--- src/rtl/mem_pkg.sv ---
// Shared types for the memory-access stage: op encoding, exception causes, FSM states.
package mem_pkg;

  typedef enum logic [3:0] {
    NONE = 4'd0,
    LB   = 4'd1,
    LH   = 4'd2,
    LW   = 4'd3,
    LBU  = 4'd4,
    LHU  = 4'd5,
    SB   = 4'd6,
    SH   = 4'd7,
    SW   = 4'd8
  } mem_op_t;

  localparam logic [1:0] CAUSE_LOAD_MISALIGN  = 2'd0;
  localparam logic [1:0] CAUSE_STORE_MISALIGN = 2'd1;
  localparam logic [1:0] CAUSE_LOAD_TIMEOUT   = 2'd2;
  localparam logic [1:0] CAUSE_STORE_TIMEOUT  = 2'd3;

  typedef enum logic [1:0] {
    ST_IDLE,
    ST_WAIT_GNT,
    ST_WAIT_RVALID
  } state_t;

  function automatic logic is_load(mem_op_t op);
    return op inside {LB, LH, LW, LBU, LHU};
  endfunction

  function automatic logic is_store(mem_op_t op);
    return op inside {SB, SH, SW};
  endfunction

  function automatic logic is_half(mem_op_t op);
    return op inside {LH, LHU, SH};
  endfunction

  function automatic logic is_word(mem_op_t op);
    return op inside {LW, SW};
  endfunction

endpackage

--- src/rtl/lsu_align.sv ---
// Combinational lane logic: store byte enables / lane replication and load extraction / extension.
module lsu_align
  import mem_pkg::*;
(
  input  mem_op_t     op_i,
  input  logic [1:0]  off_i,
  input  logic [31:0] wdata_i,
  input  logic [31:0] rdata_i,
  output logic [3:0]  be_o,
  output logic [31:0] wdata_o,
  output logic [31:0] rdata_o
);

  logic [7:0]  byte_sel;
  logic [15:0] half_sel;

  always_comb begin
    be_o     = 4'b0000;
    wdata_o  = 32'h0;
    rdata_o  = 32'h0;
    byte_sel = rdata_i[{off_i, 3'b000} +: 8];
    half_sel = rdata_i[{off_i[1], 4'b0000} +: 16];
    case (op_i)
      SB: begin
        be_o    = 4'b0001 << off_i;
        wdata_o = {4{wdata_i[7:0]}};
      end
      SH: begin
        be_o    = 4'b0011 << off_i;
        wdata_o = {2{wdata_i[15:0]}};
      end
      SW: begin
        be_o    = 4'b1111;
        wdata_o = wdata_i;
      end
      LB: begin
        be_o    = 4'b0001 << off_i;
        rdata_o = {{24{byte_sel[7]}}, byte_sel};
      end
      LBU: begin
        be_o    = 4'b0001 << off_i;
        rdata_o = {24'h0, byte_sel};
      end
      LH: begin
        be_o    = 4'b0011 << off_i;
        rdata_o = {{16{half_sel[15]}}, half_sel};
      end
      LHU: begin
        be_o    = 4'b0011 << off_i;
        rdata_o = {16'h0, half_sel};
      end
      LW: begin
        be_o    = 4'b1111;
        rdata_o = rdata_i;
      end
      default: begin
        be_o = 4'b0000;
      end
    endcase
  end

endmodule

--- src/rtl/mem_stage.sv ---
// Memory-access pipeline stage (EX -> MEM -> WB) driving a req/gnt/rvalid data bus.
// Optional MEM_MISALIGN_TRAP_EN: trap misaligned half/word accesses instead of force-aligning them.
module mem_stage
  import mem_pkg::*;
#(
  parameter int unsigned TIMEOUT_CYC = 255
) (
  input  logic        clk_i,
  input  logic        rst_i,
  input  logic        ex_valid_i,
  input  logic [3:0]  ex_mem_op_i,
  input  logic [31:0] ex_alu_result_i,
  input  logic [31:0] ex_wdata_i,
  input  logic [4:0]  ex_rd_addr_i,
  input  logic        ex_rd_we_i,
  input  logic [31:0] ex_pc_i,
  output logic        hold_o,
  output logic        data_req_o,
  output logic        data_we_o,
  output logic [3:0]  data_be_o,
  output logic [31:0] data_addr_o,
  output logic [31:0] data_wdata_o,
  input  logic        data_gnt_i,
  input  logic        data_rvalid_i,
  input  logic [31:0] data_rdata_i,
  output logic        wb_valid_o,
  output logic [4:0]  wb_rd_addr_o,
  output logic        wb_rd_we_o,
  output logic [31:0] wb_wdata_o,
  output logic        exc_valid_o,
  output logic [1:0]  exc_cause_o,
  output logic [31:0] exc_pc_o,
  output logic [31:0] exc_tval_o
);

  logic        occ_q, occ_d;
  mem_op_t     op_q, op_d;
  logic [31:0] addr_q, addr_d, wdata_q, wdata_d, pc_q, pc_d;
  logic [4:0]  rd_q, rd_d;
  logic        rd_we_q, rd_we_d;
  state_t      state_q, state_d;
  logic [31:0] cnt_q, cnt_d;

  logic        wb_valid_q, wb_valid_d, wb_rd_we_q, wb_rd_we_d;
  logic [4:0]  wb_rd_addr_q, wb_rd_addr_d;
  logic [31:0] wb_wdata_q, wb_wdata_d;
  logic        exc_valid_q, exc_valid_d;
  logic [1:0]  exc_cause_q, exc_cause_d, cause_now;
  logic [31:0] exc_pc_q, exc_pc_d, exc_tval_q, exc_tval_d;

  logic        ld, st, mem, misalign, done, exc_now, timeout_hit, req;
  logic [31:0] eff_addr, load_data, lane_wdata;
  logic [3:0]  lane_be;

  assign ld  = is_load(op_q);
  assign st  = is_store(op_q);
  assign mem = ld | st;

`ifdef MEM_MISALIGN_TRAP_EN
  assign misalign = (is_half(op_q) && addr_q[0]) || (is_word(op_q) && (addr_q[1:0] != 2'b00));
  assign eff_addr = addr_q;
`else
  assign misalign = 1'b0;
  assign eff_addr = is_word(op_q) ? {addr_q[31:2], 2'b00} :
                    is_half(op_q) ? {addr_q[31:1], 1'b0} : addr_q;
`endif

  assign timeout_hit = (TIMEOUT_CYC != 0) && (state_q != ST_IDLE) && (cnt_q == TIMEOUT_CYC);

  lsu_align u_align (
    .op_i    (op_q),
    .off_i   (eff_addr[1:0]),
    .wdata_i (wdata_q),
    .rdata_i (data_rdata_i),
    .be_o    (lane_be),
    .wdata_o (lane_wdata),
    .rdata_o (load_data)
  );

  // Bus FSM; a timeout drops the request in the same cycle it fires.
  always_comb begin
    state_d   = state_q;
    cnt_d     = cnt_q;
    req       = 1'b0;
    done      = 1'b0;
    exc_now   = 1'b0;
    cause_now = CAUSE_LOAD_MISALIGN;
    if (occ_q) begin
      case (state_q)
        ST_IDLE: begin
          if (!mem) begin
            done = 1'b1;
          end else if (misalign) begin
            done      = 1'b1;
            exc_now   = 1'b1;
            cause_now = ld ? CAUSE_LOAD_MISALIGN : CAUSE_STORE_MISALIGN;
          end else begin
            req   = 1'b1;
            cnt_d = 32'd0;
            if (!data_gnt_i)  state_d = ST_WAIT_GNT;
            else if (ld)      state_d = ST_WAIT_RVALID;
            else              done    = 1'b1;
          end
        end
        ST_WAIT_GNT: begin
          if (timeout_hit) begin
            done      = 1'b1;
            exc_now   = 1'b1;
            cause_now = ld ? CAUSE_LOAD_TIMEOUT : CAUSE_STORE_TIMEOUT;
            state_d   = ST_IDLE;
            cnt_d     = 32'd0;
          end else begin
            req = 1'b1;
            if (data_gnt_i) begin
              cnt_d   = 32'd0;
              state_d = ld ? ST_WAIT_RVALID : ST_IDLE;
              done    = !ld;
            end else if (TIMEOUT_CYC != 0) begin
              cnt_d = cnt_q + 32'd1;
            end
          end
        end
        ST_WAIT_RVALID: begin
          if (timeout_hit) begin
            done      = 1'b1;
            exc_now   = 1'b1;
            cause_now = CAUSE_LOAD_TIMEOUT;
            state_d   = ST_IDLE;
            cnt_d     = 32'd0;
          end else if (data_rvalid_i) begin
            done    = 1'b1;
            state_d = ST_IDLE;
            cnt_d   = 32'd0;
          end else if (TIMEOUT_CYC != 0) begin
            cnt_d = cnt_q + 32'd1;
          end
        end
        default: begin
          state_d = ST_IDLE;
          cnt_d   = 32'd0;
        end
      endcase
    end else begin
      state_d = ST_IDLE;
      cnt_d   = 32'd0;
    end
  end

  assign hold_o       = occ_q && !done;
  assign data_req_o   = req;
  assign data_we_o    = req && st;
  assign data_be_o    = req ? lane_be : 4'b0000;
  assign data_addr_o  = req ? {eff_addr[31:2], 2'b00} : 32'h0;
  assign data_wdata_o = req ? lane_wdata : 32'h0;

  always_comb begin
    occ_d   = occ_q;
    op_d    = op_q;
    addr_d  = addr_q;
    wdata_d = wdata_q;
    rd_d    = rd_q;
    rd_we_d = rd_we_q;
    pc_d    = pc_q;
    if (!hold_o) begin
      occ_d   = ex_valid_i;
      op_d    = ex_valid_i ? mem_op_t'(ex_mem_op_i) : NONE;
      addr_d  = ex_valid_i ? ex_alu_result_i : 32'h0;
      wdata_d = ex_valid_i ? ex_wdata_i : 32'h0;
      rd_d    = ex_valid_i ? ex_rd_addr_i : 5'd0;
      rd_we_d = ex_valid_i && ex_rd_we_i;
      pc_d    = ex_valid_i ? ex_pc_i : 32'h0;
    end
  end

  // Write-back and exception packets are registered one cycle after done.
  always_comb begin
    wb_valid_d   = done;
    wb_rd_addr_d = done ? rd_q : 5'd0;
    wb_rd_we_d   = done && rd_we_q && !exc_now && !st;
    wb_wdata_d   = 32'h0;
    if (done && !exc_now && !st) wb_wdata_d = ld ? load_data : addr_q;
    exc_valid_d  = exc_now;
    exc_cause_d  = exc_now ? cause_now : 2'd0;
    exc_pc_d     = exc_now ? pc_q : 32'h0;
    exc_tval_d   = exc_now ? addr_q : 32'h0;
  end

  always_ff @(posedge clk_i or posedge rst_i) begin
    if (rst_i) begin
      occ_q        <= 1'b0;
      op_q         <= NONE;
      addr_q       <= 32'h0;
      wdata_q      <= 32'h0;
      rd_q         <= 5'd0;
      rd_we_q      <= 1'b0;
      pc_q         <= 32'h0;
      state_q      <= ST_IDLE;
      cnt_q        <= 32'd0;
      wb_valid_q   <= 1'b0;
      wb_rd_addr_q <= 5'd0;
      wb_rd_we_q   <= 1'b0;
      wb_wdata_q   <= 32'h0;
      exc_valid_q  <= 1'b0;
      exc_cause_q  <= 2'd0;
      exc_pc_q     <= 32'h0;
      exc_tval_q   <= 32'h0;
    end else begin
      occ_q        <= occ_d;
      op_q         <= op_d;
      addr_q       <= addr_d;
      wdata_q      <= wdata_d;
      rd_q         <= rd_d;
      rd_we_q      <= rd_we_d;
      pc_q         <= pc_d;
      state_q      <= state_d;
      cnt_q        <= cnt_d;
      wb_valid_q   <= wb_valid_d;
      wb_rd_addr_q <= wb_rd_addr_d;
      wb_rd_we_q   <= wb_rd_we_d;
      wb_wdata_q   <= wb_wdata_d;
      exc_valid_q  <= exc_valid_d;
      exc_cause_q  <= exc_cause_d;
      exc_pc_q     <= exc_pc_d;
      exc_tval_q   <= exc_tval_d;
    end
  end

  assign wb_valid_o   = wb_valid_q;
  assign wb_rd_addr_o = wb_rd_addr_q;
  assign wb_rd_we_o   = wb_rd_we_q;
  assign wb_wdata_o   = wb_wdata_q;
  assign exc_valid_o  = exc_valid_q;
  assign exc_cause_o  = exc_cause_q;
  assign exc_pc_o     = exc_pc_q;
  assign exc_tval_o   = exc_tval_q;

endmodule

--- config.mk ---
export PLATFORM = sky130hd
export DESIGN_NAME = mem_stage
export DESIGN_NICKNAME = d
export VERILOG_FILES = /design/src/rtl/mem_pkg.sv /design/src/rtl/lsu_align.sv /design/src/rtl/mem_stage.sv
export SDC_FILE = /design/constraint.sdc
export NUM_CORES = 1
export LEC_CHECK = 0
export CAP_MARGIN = 10
export CORE_ASPECT_RATIO = 1.4
export CORE_UTILIZATION = 53
export CTS_CLUSTER_DIAMETER = 60
export DETAILED_ROUTE_END_ITERATION = 8
export GPL_TIMING_DRIVEN = 0
export HOLD_SLACK_MARGIN = 0.02
export MAX_ROUTING_LAYER = met4
export PLACE_DENSITY_LB_ADDON = 0.15
export SLEW_MARGIN = 10
export SYNTH_ARGS = -nofsm -noshare
export SYNTH_HDL_FRONTEND = slang
export SYNTH_SLANG_ARGS = --single-unit
--- constraint.sdc ---
create_clock -name clk_i -period 13.3 [get_ports clk_i]
set_clock_uncertainty 0.2 [all_clocks]
set_input_delay 1.33 -clock clk_i [delete_from_list [all_inputs] [get_ports clk_i]]
set_output_delay 1.33 -clock clk_i [all_outputs]
set_load 0.02 [all_outputs]
After elaboration in Yosys (flattened, before gate mapping):

Index checks and enable logic that the tools add are counted.

* add/subtract/negate cells: 1
* shift-type cells: 4
* reduce and logical (&&, ||, !) cells: 24
* equality and inequality tests: 15
* multiplexer cells: 57
* bitwise logic cells: 1

Operators by type and width (count)
* 32-bit 2-to-1 mux: 15
* 32-bit case mux with 3 select lines: 2
* 32-bit case mux with 5 select lines: 1
* 32-bit by 1-bit adder with 32-bit output (second input constant): 1
* 32-bit by 8-bit == test with 1-bit output (second input constant): 1
* 32-bit by 6-bit indexed part select with 16-bit output: 1
* 32-bit by 6-bit indexed part select with 8-bit output: 1
* 2-bit 2-to-1 mux: 14
* 4-bit by 3-bit == test with 1-bit output (second input constant): 4
* 1-bit 2-to-1 mux: 16
* 4-bit != test (second input constant): 3
* 4-bit case mux with 3 select lines: 1
* 5-bit 2-to-1 mux: 2
* 1-bit logical AND: 9
* 4-bit by 2-bit == test with 1-bit output (second input constant): 2
* 4-bit 2-to-1 mux: 2
* 2-bit case mux with 3 select lines: 1
* 3-bit nonzero test: 2
* 3-bit OR reduction: 2
* 5-bit nonzero test: 1
* 4-bit by 1-bit == test with 1-bit output (second input constant): 1
* 4-bit == test (second input constant): 1
* 1-bit zero test: 4
* 2-bit case mux with 2 select lines: 1
* other kinds (12): 14

* output and inout bits: 177
* logic and storage cells: 119
* register bits after elaboration: 247
* input port bits: 143

Logic depth before layout (Yosys ltp):

* depth after elaboration: 10
* gate-level depth with buffers: 10
* mapped depth without buffers: 7

Hierarchy:

From an unflattened synthesis, not the netlist that was laid out.

* cells, all modules: 1327
* area, all modules: 12428.2 µm²

By module, submodules not included
* mem_stage: area an instance 11163.2 µm², instances 1, sequential area each 6180.9 µm², cells an instance 1131
* lsu_align: area an instance 1265.0 µm², instances 1, sequential area each 0.0 µm², cells an instance 196

Worst setup path before layout:

No wires, ideal clock.

* path type: input to output
* from: input port data_gnt_i
* to: output port hold_o
* path slack: 9132 ps
* path buffers: 3
* data arrival time: 2638 ps
* data required time: 11770 ps
* cell stages on the path: 8
* cells stage by stage: inv_1 -> a31o_2 -> o211a_1 -> a211oi_1 -> buf_2 -> buf_4 -> buf_6 -> inv_1

* longest elaborated chain between the ends: 6
* elaborated cells on any way between the ends: 8
* classes of those cells: 6 x mux; 2 x reduce/logical

RTL lines
* from (decl): RTL line mem_stage.sv:23 `input logic data_gnt_i,`
* 1-bit 2-to-1 mux, on equally long branches: RTL line mem_stage.sv:114, mem_stage.sv:100
* 1-bit 2-to-1 mux, on equally long branches: RTL line mem_stage.sv:106, mem_stage.sv:91
* 1-bit case mux with 3 select lines *: RTL line mem_stage.sv:89 `case (state_q)`
* 1-bit 2-to-1 mux *: RTL line mem_stage.sv:88 `if (occ_q) begin`
* 1-bit zero test *: RTL line mem_stage.sv:149 `assign hold_o = occ_q && !done;`
* 1-bit logical AND *: RTL line mem_stage.sv:149
* to (decl): RTL line mem_stage.sv:17 `output logic hold_o,`

Mark *: on every way between the ends. The rest lies on a longest branch, timed or not.

Worst setup path after layout:

* from: register state_q[0]
* to: output port data_be_o[1]

* longest elaborated chain between the ends: 6
* elaborated cells on any way between the ends: 8
* classes of those cells: 1 x eq/ne; 4 x mux; 3 x reduce/logical

RTL lines
* from (decl): RTL line mem_stage.sv:41 `state_t state_q, state_d;`
* from (signal assigned): RTL line mem_stage.sv:215 `state_q <= state_d;`
* 2-bit nonzero test: RTL line mem_stage.sv:68 `assign timeout_hit = (TIMEOUT_CYC != 0) && (state_q != ST_IDLE) && (cnt_q == TIMEOUT_CYC);`
* 1-bit logical AND: RTL line mem_stage.sv:68
* 1-bit 2-to-1 mux: RTL line mem_stage.sv:106 `if (timeout_hit) begin`
* 1-bit case mux with 2 select lines *: RTL line mem_stage.sv:89
* 1-bit 2-to-1 mux *: RTL line mem_stage.sv:88
* 4-bit 2-to-1 mux *: RTL line mem_stage.sv:152 `assign data_be_o = req ? lane_be : 4'b0000;`
* to (decl): RTL line mem_stage.sv:20 `output logic [3:0] data_be_o,`

Marks and branches as above.

==> results.md <==
* Die H at 179 µm
* Number of buffers created by CTS at 25
* DRC at 0
* Ys async rst share at 100%
* Max Slew Vio Count at 0
* Pwr Total at 0.00354 W
* Port bufs at 316
* Area fraction of the dominant cell type after synthesis at 52.1%
* Worst hold start: rd_q[0]
* Fin. Hold Viols at 0
* Max stage delay on crit path at 0.84 ns
* Total negative setup slack at 0 ns
* Met3 routed WL at roughly 2700 µm
* Seq/Total Area, Yosys at 52.1%
* Setup WS pre-CTS at 7.77 ns
* Reg-to-Reg Start: state_q[0]
* CTS H-tree depth at 1
* Gr usage total at 32.9%
* Initial antenna violation count at 1
* PostCTS Resize Cnt at 0
* Hold endpoint: wb_rd_addr_o[0]
* Critical path cell sequence: inv_1, ha_1, nor4_1, nand4_1, o31a_1, o21ai_1, buf_2, a21oi_1, clkdlybuf4s50_1
* Area Growth Syn to Fin at 37.8%
* DP Wirelength at about 27000 µm
* Starting Density at 54.1%
* Worst EP arrival at ~4.2 ns
* Most frequent cells in the layout: clkdlybuf4s50_1, dfrtp_1, nand2_1
* Final setup viols at 0
* Setup CP Type: flop to output pin
* Share of layout cells above drive strength 1 at 7.39%
* Vias/cell at 5.67
* Deepest clock path buffer count at 3
* Worst R2R End: pc_q[0]
* Gate Count Post-Synth at around 1200
* CORE AREA at 21900 µm²
* Final Cycle Share at between 40% and 50%
* Die ar. at roughly 23000 µm²
* Leakage at 7.03 nW
* CTS tree: done
* Synth Flop Type: dfrtp_1
* Max frequency at between 0.15 and 0.2 GHz
* Hold crit path type: flop to flop
* Unrepaired setup endpoints after global routing: no
* DR WL met2 at 18900 µm
* CP required at 11.77 ns
* Largest net degree at the start of global routing at roughly 110
* Startpoint types: flop
* Cell taking the most area after synthesis: dfrtp_1
* Synthesized area at roughly 12000 µm²
* Hold-fix buffers, CTS at 0
* Pwr per Cell Area at 217 nW/µm²
* TritonCTS Sinks at about 250
* Vias in the first global route at approximately 11000
* Final #Nets at 1686
* Cell Count, Final, Fillers Out at 1854
* Library cells used by synthesis at 76
* Peak VDD IR at 0.128 mV
* Post-synthesis average cell area at 9.95 µm²
* Outcome: complete, no violations
* Slew headroom at 20.2%
* DIE WIDTH at 128 µm
* Gpl congestion at 0.933
* Final worst slack at 7.55 ns
* Clk_lat worst skew at 0.53 ns
* WL/cell at 19.9 µm
* Worst setup EP type: output pin
* Max Cap Viol at 0
* Worst reg-to-reg setup slack at 10.08 ns
* Post-CTS Setup Inserts at 0
* Clock Pin Slew Worst Setup and Hold Paths at 0.06 ns
* Post-Route WL at 36800 µm
* CTS root buf: clkbuf_16
* Grt ovf at 0
* EDFF count, synth at 0
* Drt initial violations at 819
* WL met1 at about 14000 µm
* Dpl cells at 1808
* Worst Hold Path Cells at 2
* Via count at 10500
* Synth top area cells: dfrtp_1, mux2i_1, nand2_1, inv_1, nor3_1
* Flop and latch count out of synthesis at 247
* Worst-Margin Slew at ~1.2 ns
* Final min period at 5.75 ns
* Crit path max-delay cell type: o21ai_1
* DR top layer: met4
* Critical Path Fanout Max at 10
* Final Hold Slack at ~0.29 ns
* Most common cell after layout, fill and taps aside: clkdlybuf4s50_1
* Row cnt at 64
* Final ANT Viol Nets at 0
* Yosys warning total at 0
* First-pass GRT wire length at approximately 56000 µm
* 1st-pass router iterations at 7
* IO Count at 320
* R2r worst-path depth at 10
==> worst max-delay path by stage <==
stage	endpoint	slack, ns	start	cells past startpoint
final	data_be_o[1]	7.55	state_q[0]	9
after global routing	data_be_o[1]	7.40	state_q[0]	9
after CTS	data_be_o[1]	7.60	state_q[0]	9
after detailed placement	hold_o	7.77	data_gnt_i	10
after global placement	exc_tval_o[3]	2.02	rst_i	2
after floorplan	addr_q[0]	4.98	rst_i	1
==> stage by stage <==
stage | util, % | cell area (µm²)
finish | 74.5 | 16300
floorplan | - | 11900
global route | 74.5 | 16300
global placement | 70.2 | 15400
CTS | 74.5 | 16300
detailed placement | 70.5 | 15500
==> routing by layer <==
layer / track usage, % / vias up
met5: - / -
met4: 14.1 / 0
met3: 6.42 / 93
met2: 55.0 / 457
met1: 38.6 / 5181
li1: - / 4781
==> synthesized netlist by cell type, types with 2 or more instances <==
library cell,count
buf_1,4
and4_1,5
and2_1,2
nor3_1,85
o31ai_1,9
o2111a_1,6
dfrtp_1,247
ha_1,5
nor2b_1,4
nor4_1,15
nand3_1,12
o41ai_1,2
a21oi_1,22
mux2i_1,113
nand2_1,137
or3_1,7
nand2b_1,3
xnor2_1,20
o21ai_0,20
a211oi_1,22
inv_1,125
o21a_1,5
buf_2,31
a22oi_1,41
buf_6,5
nor2_1,97
a222oi_1,8
o211a_1,2
or4_1,5
a41oi_1,2
clkbuf_1,42
nor3_2,2
and3_1,6
nand4_1,11
o211ai_1,14
buf_4,4
nand3b_1,2
o22ai_1,2
a211oi_2,11
==> cell families after synthesis <==
group,synth area share [%]
simple gates,16.2
flops,52.1
buf+inv,7.62
fa+ha+maj,0.527
mux,9.95
xor+xnor,1.55
other cells,0.0316
compound gates,12.0
==> cell type report <==
cell class | instances | area, µm²
flip-flops and latches | 247 | 6180
fillers | 1612 | 5600
multi-input cells | 734 | 4780
repair buffers | 318 | 3220
clock buffers | 37 | 751
inverters | 125 | 477
plain buffers | 87 | 434
well taps | 297 | 372
clock inverters | 8 | 125
diodes | 1 | 2.50
==> critical path: cells and delay by family (launching register included) <==
family,cells,cell delay [ns]
adder cells (fa/ha/maj),1,0.28
AO/OA/AOI/OAI,3,1.33
AND/OR/NAND/NOR,2,0.60
flip-flops,1,0.41
buffers and inverters,3,1.07
==> registers in the layout (all words and copies together) (netlist names), 4 cells and up <==
register      cells
rd_q              5
pc_q             32
wb_rd_addr_o      5
op_q              4
wb_wdata_o       32
cnt_q            32
exc_pc_o         32
addr_q           32
wdata_q          32
exc_tval_o       32
==> power by group <==
part / total, W / leakage [nW] / switching (W) / internal [W]
sequential: 0.00104 / 3.32 / 0.000101 / 0.000936
combinational: 0.00176 / 3.28 / 0.00107 / 0.000690
clock: 0.000747 / 0.429 / 0.000298 / 0.000448
Power figures use the tool's default switching activity.
